### src/rtl/pair_arb_pkg.sv
// Shared types and helpers for the pair-byte arbiter: FSM state encoding,
// pad counter width and the rotate-priority search used for grants.
package pair_arb_pkg;

  localparam int unsigned PAD_CNT_W = 16;
  localparam int unsigned MAX_REQ   = 8;

  typedef enum logic [1:0] {
    IDLE = 2'd0,
    LO   = 2'd1,
    HI   = 2'd2,
    PAD  = 2'd3
  } arb_state_t;

  // First set bit of valid at or after ptr, wrapping within n requesters;
  // returns ptr when nothing is valid.
  function automatic logic [2:0] rr_pick(input logic [MAX_REQ-1:0] valid,
                                         input logic [2:0]         ptr,
                                         input int unsigned        n);
    logic [2:0]  pick;
    logic        found;
    int unsigned idx;
    logic [2:0]  idx3;
    pick  = ptr;
    found = 1'b0;
    for (int unsigned k = 0; k < MAX_REQ; k++) begin
      idx  = (32'(ptr) + k) % n;
      idx3 = 3'(idx);
      if (k < n && !found && valid[idx3]) begin
        pick  = idx3;
        found = 1'b1;
      end
    end
    return pick;
  endfunction

endpackage

### src/rtl/rr_pick_comb.sv
// Combinational rotate-priority encoder: picks the first valid requester
// searching upward from ptr with wrap.
module rr_pick_comb
  import pair_arb_pkg::*;
#(
  parameter int unsigned NUM_REQ = 4,
  parameter int unsigned SRC_W   = 2
) (
  input  logic [NUM_REQ-1:0] valid,
  input  logic [SRC_W-1:0]   ptr,
  output logic [SRC_W-1:0]   pick,
  output logic               any_valid
);

  logic [MAX_REQ-1:0] valid_ext;
  logic [2:0]         ptr_ext;
  logic [2:0]         pick_ext;

  always_comb begin
    valid_ext                = '0;
    valid_ext[NUM_REQ-1:0]   = valid;
    ptr_ext                  = '0;
    ptr_ext[SRC_W-1:0]       = ptr;
    pick_ext                 = rr_pick(valid_ext, ptr_ext, NUM_REQ);
    // Narrow by matching against each legal index so every result bit is used.
    pick = '0;
    for (int unsigned i = 0; i < NUM_REQ; i++) begin
      if (pick_ext == 3'(i)) pick = SRC_W'(i);
    end
  end

  assign any_valid = |valid;

endmodule

### src/rtl/pair_byte_arbiter.sv
// Round-robin arbiter feeding an 8-to-16 packer: each grant delivers exactly
// two bytes from one requester, padding the second byte on timeout.
module pair_byte_arbiter
  import pair_arb_pkg::*;
#(
  parameter int unsigned NUM_REQ  = 4,
  parameter int unsigned SRC_W    = 2,
  parameter int unsigned TIMEOUT  = 16,
  parameter logic [7:0]  PAD_BYTE = 8'h00
) (
  input  logic                   clk,
  input  logic                   rst,
  input  logic                   arb_en,
  input  logic [NUM_REQ-1:0]     req_valid,
  input  logic [NUM_REQ*8-1:0]   req_data,
  output logic [NUM_REQ-1:0]     req_ready,
  output logic                   out_valid,
  output logic [7:0]             out_data,
  output logic [SRC_W-1:0]       out_src,
  output logic                   out_pad,
  output logic                   busy,
  output logic [PAD_CNT_W-1:0]   pad_count
);

  localparam int unsigned       TMR_W    = (TIMEOUT > 1) ? $clog2(TIMEOUT) : 1;
  localparam logic [TMR_W-1:0]  TMR_LAST = TMR_W'(TIMEOUT - 1);
  localparam logic [SRC_W-1:0]  SRC_LAST = SRC_W'(NUM_REQ - 1);

  arb_state_t           state_q, state_d;
  logic [SRC_W-1:0]     gnt_q, gnt_d;
  logic [SRC_W-1:0]     rr_ptr_q, rr_ptr_d;
  logic [TMR_W-1:0]     timer_q, timer_d;

  logic                 out_valid_d;
  logic [7:0]           out_data_d;
  logic [SRC_W-1:0]     out_src_d;
  logic                 out_pad_d;
  logic [PAD_CNT_W-1:0] pad_count_d;

  logic [SRC_W-1:0]     pick;
  logic                 any_valid;
  logic [NUM_REQ-1:0]   gnt_onehot;
  logic [7:0]           gnt_byte;
  logic                 accept;
  logic [SRC_W-1:0]     ptr_after;

  rr_pick_comb #(
    .NUM_REQ (NUM_REQ),
    .SRC_W   (SRC_W)
  ) u_pick (
    .valid     (req_valid),
    .ptr       (rr_ptr_q),
    .pick      (pick),
    .any_valid (any_valid)
  );

  always_comb begin
    gnt_onehot = '0;
    gnt_byte   = '0;
    for (int unsigned i = 0; i < NUM_REQ; i++) begin
      if (gnt_q == SRC_W'(i)) begin
        gnt_onehot[i] = 1'b1;
        gnt_byte      = req_data[8*i +: 8];
      end
    end
  end

  assign req_ready = (state_q == LO || state_q == HI) ? gnt_onehot : '0;
  assign accept    = |(req_valid & req_ready);
  assign ptr_after = (gnt_q == SRC_LAST) ? '0 : gnt_q + 1'b1;
  assign busy      = (state_q != IDLE);

  always_comb begin
    state_d     = state_q;
    gnt_d       = gnt_q;
    rr_ptr_d    = rr_ptr_q;
    timer_d     = timer_q;
    out_valid_d = 1'b0;
    out_data_d  = out_data;
    out_src_d   = out_src;
    out_pad_d   = out_pad;
    pad_count_d = pad_count;
    case (state_q)
      IDLE: begin
        if (arb_en && any_valid) begin
          gnt_d   = pick;
          state_d = LO;
        end
      end
      LO: begin
        if (accept) begin
          out_valid_d = 1'b1;
          out_data_d  = gnt_byte;
          out_src_d   = gnt_q;
          out_pad_d   = 1'b0;
          timer_d     = '0;
          state_d     = HI;
        end
      end
      HI: begin
        // An accept on the final wait cycle takes priority over padding.
        if (accept) begin
          out_valid_d = 1'b1;
          out_data_d  = gnt_byte;
          out_src_d   = gnt_q;
          out_pad_d   = 1'b0;
          rr_ptr_d    = ptr_after;
          state_d     = IDLE;
        end else if (timer_q == TMR_LAST) begin
          state_d = PAD;
        end else begin
          timer_d = timer_q + 1'b1;
        end
      end
      PAD: begin
        out_valid_d = 1'b1;
        out_data_d  = PAD_BYTE;
        out_src_d   = gnt_q;
        out_pad_d   = 1'b1;
        if (pad_count != '1) pad_count_d = pad_count + 1'b1;
        rr_ptr_d    = ptr_after;
        state_d     = IDLE;
      end
      default: state_d = IDLE;
    endcase
  end

  always_ff @(posedge clk) begin
    if (rst) begin
      state_q   <= IDLE;
      gnt_q     <= '0;
      rr_ptr_q  <= '0;
      timer_q   <= '0;
      out_valid <= 1'b0;
      out_data  <= '0;
      out_src   <= '0;
      out_pad   <= 1'b0;
      pad_count <= '0;
    end else begin
      state_q   <= state_d;
      gnt_q     <= gnt_d;
      rr_ptr_q  <= rr_ptr_d;
      timer_q   <= timer_d;
      out_valid <= out_valid_d;
      out_data  <= out_data_d;
      out_src   <= out_src_d;
      out_pad   <= out_pad_d;
      pad_count <= pad_count_d;
    end
  end

endmodule

### config.mk
export PLATFORM = sky130hd
export DESIGN_NAME = pair_byte_arbiter
export DESIGN_NICKNAME = d
export VERILOG_FILES = /design/src/rtl/pair_arb_pkg.sv /design/src/rtl/rr_pick_comb.sv /design/src/rtl/pair_byte_arbiter.sv
export SDC_FILE = /design/constraint.sdc
export NUM_CORES = 1
export LEC_CHECK = 0
export BUFFER_PORTS_ARGS = -buffer_cell sky130_fd_sc_hd__buf_4
export CAP_MARGIN = 0
export CORE_MARGIN = 4
export CORE_UTILIZATION = 51
export CTS_CLUSTER_SIZE = 28
export DETAILED_ROUTE_END_ITERATION = 16
export PLACE_DENSITY = 0.8
export SYNTH_ARGS = -nofsm -noshare
export SYNTH_HDL_FRONTEND = slang
export SYNTH_HIERARCHICAL = 1
export SYNTH_SLANG_ARGS = --single-unit
### constraint.sdc
create_clock -name clk -period 2.2 [get_ports clk]
set_input_delay 0 -clock clk [delete_from_list [all_inputs] [get_ports clk]]
set_output_delay 0 -clock clk [all_outputs]
set_load 0.01 [all_outputs]
# Word-level counts from Yosys, hierarchy flattened
# Cells that the tools add are included.
# word_totals
reg_bits	38
out_inout_bits	33
word_cells	107
in_bits	39
# classes
order_cmp	4
n_addsub	6
n_reduce_logical	23
muxes	46
n_eq_ne	18
bitwise_logic	1
# ops
op	count
8-bit 2-to-1 mux	5
2-bit 2-to-1 mux	10
16-bit by 1-bit adder with 16-bit output (second input constant)	1
2-bit by 4-bit < comparator with 1-bit output (second input constant)	4
4-bit 2-to-1 mux	4
16-bit inequality test (second input constant)	1
8-bit one-hot mux with 2 select lines	1
1-bit 2-to-1 mux	14
2-bit inequality test (second input constant)	5
1-bit binary-select mux with 2-bit select	4
2-bit == test (second input constant)	4
2-bit one-hot mux with 2 select lines	2
2-bit one-hot mux with 4 select lines	1
4-bit one-hot mux with 2 select lines	1
2-bit AND reduction	4
2-bit nonzero test	4
4-bit OR reduction	2
3-bit by 2-bit == test with 1-bit output (second input constant)	2
3-bit 2-to-1 mux	2
2-bit by 1-bit adder with 2-bit output (second input constant)	2
2-bit adder (second input constant)	2
4-bit by 1-bit adder with 4-bit output (second input constant)	1
4-bit bitwise AND	1
2-bit by 1-bit == test with 1-bit output (second input constant)	2
other kinds (12)	19

# Longest topological paths before layout
# Gate-level depths: netlist of run 1.
# logic_depth
ltp_word	16
mapped_depth	8

# Hierarchy
# The synthesis of run 1 kept the hierarchy.
# by_module_without_submodules
mod	instances	cells_each	seq_area_each_um2	area_per_inst_um2
pair_byte_arbiter	1	275	760.7	2223.4
rr_pick_comb	1	17	0.0	88.8

# Worst setup path before layout of run 1
# No wires, ideal clock.
# synth_timing
path_type	reg2reg
startpoint	reg pad_count[0]
endpoint	reg pad_count[14]
required_time_ns	2.069
path_buffers	0
arrival_ns	1.686
path_slack_ns	0.383
stages_incl_launch_ff	6
cell_sequence	dfxtp_1 -> ha_1 -> nand3_2 -> or4_4 -> o311ai_2 -> o41ai_2
# synth_between
elab_chain_cells	2
word_cells_on_any_way	3
# synth_lines
element	line_no	text
start, declared	pair_byte_arbiter.sv:22	output logic [PAD_CNT_W-1:0] pad_count
start signal, assigned	pair_byte_arbiter.sv:148	pad_count <= pad_count_d;
branches (longest 2 deep; another with 16-bit by 1-bit adder with 16-bit output)	--	
# Parallel ways; which one is timed is not known.
# A chain may end at the register's enable or synchronous reset.

# Final worst setup path of run 1
# layout_timing
startpoint	reg gnt_q[0]
endpoint	reg timer_q[0]
# layout_between
elab_chain_cells	7
word_cells_on_any_way	14
# layout_lines
element	line_no	text
start, declared	pair_byte_arbiter.sv:30	logic [SRC_W-1:0] gnt_q, gnt_d;
start signal, assigned	pair_byte_arbiter.sv:141	gnt_q <= gnt_d;
2-bit by 1-bit == test with 1-bit output, or another cell as far along	pair_byte_arbiter.sv:61	if (gnt_q == SRC_W'(i)) begin
1-bit 2-to-1 mux	pair_byte_arbiter.sv:61	
4-bit 2-to-1 mux (*)	pair_byte_arbiter.sv:68	assign req_ready = (state_q == LO || state_q == HI) ? gnt_onehot : '0;
4-bit bitwise AND (*)	pair_byte_arbiter.sv:69	assign accept = |(req_valid & req_ready);
4-bit OR reduction (*)	pair_byte_arbiter.sv:69	
2-bit inequality test (no source line)	--	
4-bit AND reduction (no source line) (*)	--	
end signal, assigned	pair_byte_arbiter.sv:143	timer_q <= timer_d;
end, declared	pair_byte_arbiter.sv:32	logic [TMR_W-1:0] timer_q, timer_d;
# Mark *: on every way between the ends. The rest lies on a longest branch, timed or not.

==> metrics.txt, run 1 <==
status=completed; Port Buffers=71; Die ar.=5680 um2; Comb power frac=35.7%; area of the core=4380 um2; Die Height=75.3 um; Synth async-reset ratio=0%; M1 WL=2500 um; H-tree Lvls=2; Crit. End Element=flip-flop; Yosys reg bits=38; gr usage total=21.5%; FMAX=521 MHz; mean post-synth cell area=7.92 um2; Max FO, Critical Path=6; metal2 WL=3090 um; Synth area leaders=dfxtp_1, a21oi_1, ha_1; DRC=0; Int Pwr=1.49 mW; Slew HR=67.2%; CP Data Arrival Time=2130 ps; synth cell count leaders=dfxtp_1, a21oi_1, inv_1; Filler Cells Inserted=363; Slew @ Worst Pin=488 ps; clock power share=27.6%; highest metal used=met4; skew final=16.0 ps; drt first pass iters=4; layout cells sized above 1=27.6%; Leakage=1.28 nW; Sw Ratio=32.4%; Routed met3 length=234 um; endpoints failing hold=0; total gr overflow=0; most common cell in the synthesized netlist=dfxtp_1; postcts setup bufs=0; CTS clk-pin slew, worst paths=70 ps; vias per cell=5.75; Min-Delay Path Class=input port to flip-flop; Max rail drop VDD=0.000703 V; Die X=75.3 um; Yosys Warn Count=6; count of pins over their slew limit=0; critical path launch point type=flip-flop; sequential power share=36.7%; multi-input logic area=1380 um2; initial antenna violation count=0; FP Rows=24; first-pass GRT wire length=9620 um; CTS resizes=0; ys flop type=dfxtp_1; pin count of the biggest net entering global routing=36; Syn Std Cell Area=2310 um2; via count=2405; CP cell instances=inv_1, ha_1, a22oi_1, a21boi_1, buf_4, or3_1, a21boi_0; Final setup viols=0; Hold Slack=0.610 ps; Starting Density=52.7%; Yosys top cell area share=32.9%; RSZ-0062 raised after global routing=no; Critical Path Max Stage Delay=420 ps; vias in the first global route=2219; Root Buffer=clkbuf_8; Distinct cells, synth=51; Nets=415; RePlAce Congestion=0.835; Antenna Cells=0; Clock Latency Late Sink=300 ps; Slowest cell on crit path=dfxtp_1; Cell Pwr Density=723 nW/um2; remaining antenna violation count=0; Req. time, crit path=2410 ps; deepest clock path buffer count=2; period utilization=87.2%; cts hold-fix bufs=2; NetSw=0.712 mW; Mapped Nets=341; Setup Crit Path Kind=flip-flop to flip-flop; Post-DP HPWL=4470 um; Area Growth Syn to Fin=31.5%; Synth Instances=292; TritonCTS buffer count=5; wire per inst=14.1 um; fin crit period=1920 ps; MaxCap Viol Count=0; Post-synth EDFFs=0; WL final=5910 um; clk sinks=38; Seq/Total Area, Yosys=32.9%; Yosys top cell by area=dfxtp_1; Reg area=761 um2; Final TNS setup=0 ps; I/O pin cnt=72; CTS tree=built; drt initial violations=172
[layer usage]
metal	track usage, %	up-vias
met2	37.8	45
met3	5.15	8
met5	0	-
met4	5.83	0
met1	26.3	1140
li1	-	1212
[cell usage in the layout (no fill, tap or decap), types with 3 or more instances in the layout]
cell and n:
nand3_1 10, nor3_1 7, a21boi_0 3, dfxtp_1 38, a21oi_1 32, o31ai_1 6, a22oi_1 10, and2_1 5
nand2b_1 3, or4_1 4, mux2i_1 6, nor2_1 14, nor4_1 3, nand4_1 3, nand2_1 27, ha_1 10
inv_1 29, clkbuf_8 6, nor2b_1 5, or3_1 4, o32ai_1 9, o21ai_0 17, buf_4 79, mux2_2 3
[worst max-delay path: cells and delay by family (launching register included)]
| kind | cells | cell delay (ps) |
|---|---|---|
| AOI/OAI and AO/OA | 3 | 580 |
| DFF | 1 | 420 |
| and+or+nand+nor | 1 | 330 |
| buffers and inverters | 2 | 280 |
| adders and majority gates | 1 | 230 |
[flip-flops by register name, summed over array words and instances, names as in the netlist]
| signal | cells |
|---|---|
| out_data | 8 |
| timer_q | 4 |
| out_src | 2 |
| out_pad | 1 |
| state_q | 2 |
| rr_ptr_q | 2 |
| out_valid | 1 |
| pad_count | 16 |
| gnt_q | 2 |
[per-stage QoR]
stage / area, um2 / setup slack (ps) / power, mW / cells / utilization (%)
2_1_floorplan: 2310 / 383 / 1.29 / 292 / -
3_3_place_gp: 2910 / 372 / 1.58 / 409 / 66.3
3_5_place_dp: 2910 / 296 / 1.60 / 409 / 66.3
4_1_cts: 3040 / 293 / 2.21 / 418 / 69.3
5_1_grt: 3040 / 124 / 2.33 / 418 / 69.3
6_report: 3040 / 282 / 2.20 / 418 / 69.3
[logic make-up after synthesis]
| group | share of synthesized area [%] |
|---|---|
| and+or+nand+nor | 22.5 |
| AOI/OAI and AO/OA | 27.7 |
| muxes | 4.06 |
| adders and majority gates | 5.41 |
| DFF | 32.9 |
| buffers and inverters | 7.41 |
[area by class of cell]
| type | instances | share of cell area (%) |
|---|---|---|
| well taps | 52 | 2.14 |
| inverters | 29 | 3.58 |
| clock inverters | 1 | 0.988 |
| repair buffers | 81 | 20.2 |
| flip-flops and latches | 38 | 25.0 |
| clock buffers | 6 | 2.72 |
| multi-input cells | 211 | 45.4 |
[path summary, 6_finish.rpt]
| kind | start | to | slack [ps] | cells past startpoint |
|---|---|---|---|---|
| setup / recovery | gnt_q[0] | timer_q[0] | 280 | 7 |
| hold / removal | req_data[24] | out_data[0] | 0.6 | 3 |
| setup reg to reg | gnt_q[0] | timer_q[0] | 280 | 7 |
| hold reg to reg | out_data[0] | out_data[0] | 470 | 2 |
[power groups by stage]
stage	clock network [mW]	logic [mW]	registers [mW]
after global routing	0.640	0.873	0.816
after global placement	0	0.765	0.819
after CTS	0.610	0.790	0.807
after floorplan	0	0.461	0.833
final	0.606	0.785	0.806
after detailed placement	0	0.774	0.823
No activity file was read; power rests on OpenSTA's default activity.
==> inputs of run 2 (changes only) <==
- ABC_AREA: default -> 1
- CORE_UTILIZATION: 51 -> 53
- PLACE_DENSITY: 0.8 -> 0.81
==> metrics.txt, run 2 <==
status=completed; NetSw=1.23 mW; wire per inst=12.3 um; Critical Path Max Stage Delay=430 ps; most common cell in the synthesized netlist=nand2_1; area of the core=4790 um2; critical path's most frequent cell=nand2_1; FMAX=502 MHz; via count=2910; pin count of the biggest net entering global routing=30; cts hold-fix bufs=0; vias per cell=5.07; commonest non-fill, non-tap cell in the layout=nand2_1; I/O pin cnt=72; Yosys Warn Count=6; CTS resizes=0; RSZ-0062 raised after global routing=no; Slew HR=74.5%; DRC=0; Distinct cells, synth=29; Req. time, crit path=2420 ps; Synth async-reset ratio=0%; Mapped Nets=488; gr usage total=23.4%; Synth Instances=439; sequential power share=31.3%; TritonCTS buffer count=5; top flop regs=pad_count x16, out_data x8, timer_q x4; Max rail drop VDD=0.000678 V; postcts setup bufs=0; Filler Cells Inserted=449; Core Util, Final=69.5%; H-tree Lvls=2; Final setup viols=0; skew final=4.62 ps; Comb power frac=49.4%; Inst Count DP=566; Starting Density=55.5%; Yosys reg bits=38; CTS clk-pin slew, worst paths=70 ps; RePlAce Congestion=0.858; Root Buffer=clkbuf_8; Int Pwr=1.69 mW; CP cell instances=inv_1, ha_2, nand3_1, nand2_1, inv_1, nand2_2, nand2_1, nand2_1, nand2_1, a21oi_1; Clock Latency Late Sink=290 ps; Slowest cell on crit path=dfxtp_1; ys flop type=dfxtp_1; period utilization=90.6%; Area Growth Syn to Fin=25.3%; FP Rows=25; Min-Delay Path Class=input port to flip-flop; total gr overflow=0; Port Buffers=71; Cell Pwr Density=880 nW/um2; CP Data Arrival Time=2220 ps; clk sinks=38; Syn Std Cell Area=2660 um2; Sw Ratio=42.2%; initial antenna violation count=0; count of pins over their slew limit=0; clock power share=19.4%; layout cells sized above 1=20.3%; remaining antenna violation count=0; Nets=555; Die Height=78.8 um; Yosys top cell by area=dfxtp_1; Leakage=1.52 nW; endpoints failing hold=0; most frequent cells in the layout=nand2_1, buf_4, a21oi_1, nor2_1, dfxtp_1; Synth area leaders=dfxtp_1, nand2_1, a21oi_1; Yosys top cell area share=28.7%; Final TNS setup=0 ps; deepest clock path buffer count=2; Post-synth EDFFs=0; Post-DP HPWL=5300 um; CTS tree=built; Die ar.=6210 um2; Setup Crit Path Kind=flip-flop to flip-flop; max reg flops=16; Post-Layout Cell Count=574; Slew @ Worst Pin=382 ps; Max FO, Critical Path=9; mean post-synth cell area=6.05 um2; Die X=78.8 um; Antenna Cells=0; MaxCap Viol Count=0; WL final=7060 um; Seq/Total Area, Yosys=28.7%; drt first pass iters=4; fin crit period=1990 ps; first-pass GRT wire length=11800 um; drt initial violations=190; Top reg by flops=pad_count; Crit. End Element=flip-flop; critical path launch point type=flip-flop; synth cell count leaders=nand2_1, a21oi_1, nor2_1; vias in the first global route=2652
-- run 2: metrics by stage --
stage                     worst slack (ps)  power, mW  hold WS [ps]  instance area [um2]
final                                  207       2.93          82.4                 3330
after global routing                  7.98       3.18          95.7                 3330
after CTS                              100       2.92          74.7                 3320
after detailed placement               173       2.35           384                 3210
after global placement                 234       2.30           381                 3210
after floorplan                        500       1.93           218                 2660
-- run 2: path summary, 6_finish.rpt --
check	endpoint	slack [ps]	cells after the start	from
setup / recovery	timer_q[2]	210	10	state_q[1]
hold / removal	gnt_q[0]	80	3	arb_en
setup reg to reg	timer_q[2]	210	10	state_q[1]
hold reg to reg	out_data[0]	460	2	out_data[0]
-- run 2: power groups by stage --
stage / registers, mW / clock network (mW) / logic (mW)
after floorplan: 0.928 / 0 / 1.01
after global placement: 0.915 / 0 / 1.39
after detailed placement: 0.921 / 0 / 1.43
after CTS: 0.910 / 0.574 / 1.44
after global routing: 0.929 / 0.617 / 1.63
final: 0.914 / 0.567 / 1.44
-- run 2: layout make-up --
cell class | instances | area (um2) | share of cell area [%]
tap | 67 | 83.8 | 2.52
inverter | 41 | 155 | 4.67
multi-input combinational | 344 | 1640 | 49.4
sequential | 38 | 762 | 22.9
timing repair buffer | 76 | 571 | 17.2
clock buffer | 8 | 110 | 3.31
-- run 2: cell families (layout without fill, tap and decap cells) --
group / Yosys count / in the layout / share of synthesized area [%]
AO/OA/AOI/OAI: 73 / 73 / 14.2
XOR/XNOR: 7 / 7 / 2.31
adder cells (fa/ha/maj): 10 / 10 / 4.71
buffers and inverters: 57 / 125 / 9.71
flip-flops: 38 / 38 / 28.7
AND/OR/NAND/NOR: 254 / 254 / 40.4
-- run 2: worst max-delay path: cells and delay by family (launching register included) --
family                   cells  cell delay [ps]
buffers and inverters        2              180
flip-flops                   1              430
AND/OR/NAND/NOR              6              770
adder cells (fa/ha/maj)      1              430
AO/OA/AOI/OAI                1              110
-- run 2: routing by layer --
layer  share of wire, %  up-vias  track usage [%]
li1                   -     1536                -
met1                 44     1308             28.9
met2                 50       58             40.4
met3                4.0        8             5.67
met4                1.1        0             6.29
met5                  0        -                0
